<file path="src/rtl/i2s_rx.sv">
// I2S receiver: oversamples Wclk/Bclk/i2s_in on clk and recovers MSB-first stereo frames.
// Latency: valid/err registered SYNC_STAGES+1..SYNC_STAGES+2 clk after the pin Bclk rising edge.
// No backpressure: valid/err are single-cycle strobes; DLeft/DRight hold until the next valid.
module i2s_rx #(
    parameter int WIDTH       = 16,
    parameter int SYNC_STAGES = 2
) (
    input  logic             clk,
    input  logic             rst_n,
    input  logic             Wclk,
    input  logic             Bclk,
    input  logic             i2s_in,
    output logic [WIDTH-1:0] DLeft,
    output logic [WIDTH-1:0] DRight,
    output logic             valid,
    output logic             err
);

    localparam int CW = $clog2(WIDTH + 1);

    typedef enum logic [1:0] {
        UNSYNC,
        DELAY,
        SHIFT,
        HOLD
    } state_t;

    logic [SYNC_STAGES-1:0] wclk_sync_q;
    logic [SYNC_STAGES-1:0] bclk_sync_q;
    logic [SYNC_STAGES-1:0] din_sync_q;
    logic                   bclk_prev_q;

    state_t           state_q;
    logic             ws_prev_q;
    logic             chan_q;
    logic             left_ok_q;
    logic [CW-1:0]    bitcnt_q;
    logic [WIDTH-1:0] shift_q;
    logic [WIDTH-1:0] pend_left_q;

    logic             ws;
    logic             sd;
    logic             rise;
    logic [WIDTH:0]   shift_ext;
    logic [WIDTH-1:0] shift_d;
    logic [CW-1:0]    bitcnt_d;
    logic             slot_done;

    // All three inputs travel through identical synchronizer depths so data stays aligned to Bclk.
    always_ff @(posedge clk or negedge rst_n) begin
        if (!rst_n) begin
            wclk_sync_q <= '0;
            bclk_sync_q <= '0;
            din_sync_q  <= '0;
            bclk_prev_q <= 1'b0;
        end else begin
            wclk_sync_q <= {wclk_sync_q[SYNC_STAGES-2:0], Wclk};
            bclk_sync_q <= {bclk_sync_q[SYNC_STAGES-2:0], Bclk};
            din_sync_q  <= {din_sync_q[SYNC_STAGES-2:0], i2s_in};
            bclk_prev_q <= bclk_sync_q[SYNC_STAGES-1];
        end
    end

    assign ws   = wclk_sync_q[SYNC_STAGES-1];
    assign sd   = din_sync_q[SYNC_STAGES-1];
    assign rise = bclk_sync_q[SYNC_STAGES-1] & ~bclk_prev_q;

    // Next shift value and bit count; DELAY enters with bitcnt 0 so the same path covers both states.
    always_comb begin
        shift_ext = {shift_q, sd};
        shift_d   = shift_ext[WIDTH-1:0];
        bitcnt_d  = bitcnt_q + CW'(1);
        slot_done = (bitcnt_d == CW'(WIDTH));
    end

    // Slot/frame FSM, advanced only on synchronized Bclk rising edges.
    always_ff @(posedge clk or negedge rst_n) begin
        if (!rst_n) begin
            state_q     <= UNSYNC;
            ws_prev_q   <= 1'b0;
            chan_q      <= 1'b0;
            left_ok_q   <= 1'b0;
            bitcnt_q    <= '0;
            shift_q     <= '0;
            pend_left_q <= '0;
            DLeft       <= '0;
            DRight      <= '0;
            valid       <= 1'b0;
            err         <= 1'b0;
        end else begin
            valid <= 1'b0;
            err   <= 1'b0;
            if (rise) begin
                ws_prev_q <= ws;
                if (ws != ws_prev_q) begin
                    // Word-select edge: this bit is the I2S delay bit and is not captured.
                    if (state_q == SHIFT) begin
                        err       <= 1'b1;
                        left_ok_q <= 1'b0;
                    end
                    chan_q   <= ws;
                    bitcnt_q <= '0;
                    state_q  <= DELAY;
                end else begin
                    case (state_q)
                        DELAY, SHIFT: begin
                            shift_q  <= shift_d;
                            bitcnt_q <= bitcnt_d;
                            if (slot_done) begin
                                state_q <= HOLD;
                                if (!chan_q) begin
                                    pend_left_q <= shift_d;
                                    left_ok_q   <= 1'b1;
                                end else if (left_ok_q) begin
                                    DLeft     <= pend_left_q;
                                    DRight    <= shift_d;
                                    valid     <= 1'b1;
                                    left_ok_q <= 1'b0;
                                end
                            end else begin
                                state_q <= SHIFT;
                            end
                        end
                        default: ;
                    endcase
                end
            end
        end
    end

endmodule
</file>
<file path="config.mk">
export PLATFORM = sky130hd
export DESIGN_NAME = i2s_rx
export DESIGN_NICKNAME = d
export VERILOG_FILES = /design/src/rtl/i2s_rx.sv
export SDC_FILE = /design/constraint.sdc
export NUM_CORES = 1
export LEC_CHECK = 0
export ABC_AREA = 1
export CORE_ASPECT_RATIO = 2
export CORE_MARGIN = 5
export CORE_UTILIZATION = 50
export CTS_CLUSTER_DIAMETER = 200
export DETAILED_ROUTE_END_ITERATION = 10
export PLACE_DENSITY = 0.72
export SLEW_MARGIN = 5
export SYNTH_ARGS = -nofsm -noshare
export SYNTH_HDL_FRONTEND = slang
export SYNTH_SLANG_ARGS = --single-unit
</file>
<file path="constraint.sdc">
create_clock -name clk -period 2.1 [get_ports clk]
set_clock_uncertainty 0.2 [all_clocks]
set_input_delay 0.42 -clock clk [delete_from_list [all_inputs] [get_ports clk]]
set_output_delay 0.42 -clock clk [all_outputs]
set_load 0.01 [all_outputs]
</file>
==> reports/summary.txt <==
EDFF count, synth: 0
drt initial violations: 69
total CTS buffers: 9
final setup vio count: 0
CP cell instances: ha_2, inv_1, nand2_1, nand2_2, nor2_4, nand3_4, inv_8, nand2_4, buf_12, nand2_1, o21ai_0
final hold violation count: 0
PortBufs: 38
dpl cells: 468
post-synthesis mux area share: 0
Final period util: 0.932
CP max stage delay: 0.43 ns
Die H: 126 um
Worst Path Buf+Inv: 3
register area share after synthesis: 0.612
Top FF cell, synth: dfrtp_1
Num Clock Sinks: 82
fin crit period: 1.96 ns
Die X: 67.9 um
clk_lat worst skew: 0.33 ns
WP data arrival: 1.97 ns
die area: 8540 um2
Routed WL: 5.99 mm
Synth Area in Adders: 0.0112
Post-Syn Nets: 357
final core occ: 0.626
final RePlAce weighted congestion: 0.746
Synth top area share: 0.612
initial antenna violation count: 0
asr flop ratio synth: 1.00
Pre-antenna DRT Iters: 4
CORE AREA: 6570 um2
H-tree depth: 3
commonest cells after routing, fill and taps aside: 156 x nand2_1, 81 x dfrtp_1, 37 x clkdlybuf4s50_1, 31 x nand2_2, 19 x nand3_1
outcome: finished clean
largest cells by area after synthesis: dfrtp_1 61%, nand2_1 17%, nand2_2 5.8%
FF+latch count, synth: 82
pin count of the biggest net entering global routing: 35
fillers: 567
post-layout power: 3.67 mW
area leader, netlist: dfrtp_1
initial core utilization: 0.510
Row Count: 42
CTS Buffer Depth: 2
commonest non-fill, non-tap cell in the layout: nand2_1
slowest CP cell: dfrtp_1
Max Cap Viol: 0
total track usage: 0.166
simple-gate share of the synthesized area: 0.295
Vias/cell: 4.77
CP endpoint kind: flop
P_leak: 2.15 nW
Startpoint Class: flop
Mean Syn Cell Area: 9.60 um2
Max VDD drop: 0.000681 V
combinational family with the most area after synthesis: simple AND/OR/NAND/NOR gates
worst hold margin: 0.153 ns
layout overhead on the synthesized area: 22.7%
Max FO, Critical Path: 34
final worst slack: 0.142 ns
family with the most delay on the worst path: simple AND/OR/NAND/NOR gates
Clock Root Buffer: clkbuf_16
Detail Placement HPWL: 4.21 mm
Setup WS pre-CTS: 0.0753 ns
Yosys Warn Count: 0
Vias: 2312
number of global-route vias before repair: 2377
first-pass GRT wire length: 10.8 mm
share of cells above drive strength 1: 0.176
Achievable Freq: 0.511 GHz
critical path class: reg2reg
Netlist cell types: 24
GRT Residual Overflow: 0
pwr dens: 892 nW/um2
Top Ports: 39
# nets final: 400
xor/xnor cell area share of the yosys netlist: 0
Cell Area, Synth: 3350 um2
# Post-CTS Setup Buffers: 0
WL/cell: 12.3 um
synthesized instance count: 349
DR DRC count: 0
Worst Tran Pin Value: 0.426 ns
Slew HR: 0.716
CTS tree: yes
post-synthesis compound-gate area fraction: 0.0213
diode count: 0
Slew Limit Fails: 0
Critical Path RT: 2.11 ns
Final ANT Viol Nets: 0
Hold Crit Class: reg2reg
Reg clk slew, reported paths: 0.06 ns
Worst path most repeated cell: nand2_1
Post-Layout Cell Count: 485
-- report_power, final --
part           total [mW]  switching, mW  internal, mW
Clock                1.56          0.578         0.982
Combinational       0.317          0.208         0.109
Sequential           1.79          0.110          1.68
-- metal layers --
layer,track usage,vias to the layer above,part of all wire
li1,-,1163,-
met5,0,-,0
met1,0.181,1106,0.40
met4,0.0610,0,0.017
met2,0.293,36,0.55
met3,0.0463,7,0.039
-- stage by stage --
stage | area (um2) | setup TNS, ns
6_report | 4110 | 0
5_1_grt | 4110 | -0.000679
4_1_cts | 4100 | 0
3_5_place_dp | 3780 | 0
3_3_place_gp | 3780 | 0
2_1_floorplan | 3350 | 0
-- layout make-up --
cell class                 instances  area (um2)  share of cell area
sequential                        82        2050               0.499
clock buffer                      12         256              0.0624
timing repair buffer              44         450               0.110
clock inverter                     4        50.0              0.0122
multi-input combinational        236        1100               0.268
tap                               88         110              0.0268
inverter                          19        91.3              0.0222
-- what timing repair did --
item | 4_1_cts | 5_1_grt
gates resized for setup | 0 | 5
endpoints found under the setup margin | 0 | 33
endpoints found under the hold margin | 31 | 0
hold buffers | 1 | 0
-- synth_stat cells (5+ instances only) --
library cell / number
buf_2: 5
o21ai_0: 10
nand3_1: 19
nand2_1: 156
inv_2: 7
nand2_2: 31
inv_1: 10
dfrtp_1: 82
-- cells by family (layout without fill, tap and decap cells) --
kind of cell               count (synthesis)  after routing
and+or+nand+nor                          219            219
AOI/OAI and AO/OA                         14             14
buffers and inverters                     31             79
DFF                                       82             82
adders and majority gates                  3              3
-- registers in the layout, summed over array words and instances (netlist names) --
register and flops:
DLeft 16, DRight 16, bclk_prev_q 1, bclk_sync_q 2, bitcnt_q 5, chan_q 1
din_sync_q 2, err 1, left_ok_q 1, pend_left_q 16, shift_q 15, state_q 2
valid 1, wclk_sync_q 2, ws_prev_q 1
-- worst paths after layout --
kind | start | endpoint | slack (ns) | cells after the start
worst max-delay path | bitcnt_q[1]$_DFFE_PN0P_ | DRight[14]$_DFFE_PN0P_ | 0.14 | 11
worst min-delay path | bclk_sync_q[0]$_DFF_PN0_ | bclk_sync_q[1]$_DFF_PN0_ | 0.15 | 0
worst max register to register | bitcnt_q[1]$_DFFE_PN0P_ | DRight[14]$_DFFE_PN0P_ | 0.14 | 11
worst min register to register | bclk_sync_q[0]$_DFF_PN0_ | bclk_sync_q[1]$_DFF_PN0_ | 0.15 | 0
max in group asynchronous | rst_n | DRight[1]$_DFFE_PN0P_ | 0.72 | 3
min in group asynchronous | rst_n | din_sync_q[0]$_DFF_PN0_ | 0.37 | 2
No activity file was read; power rests on OpenSTA's default activity.
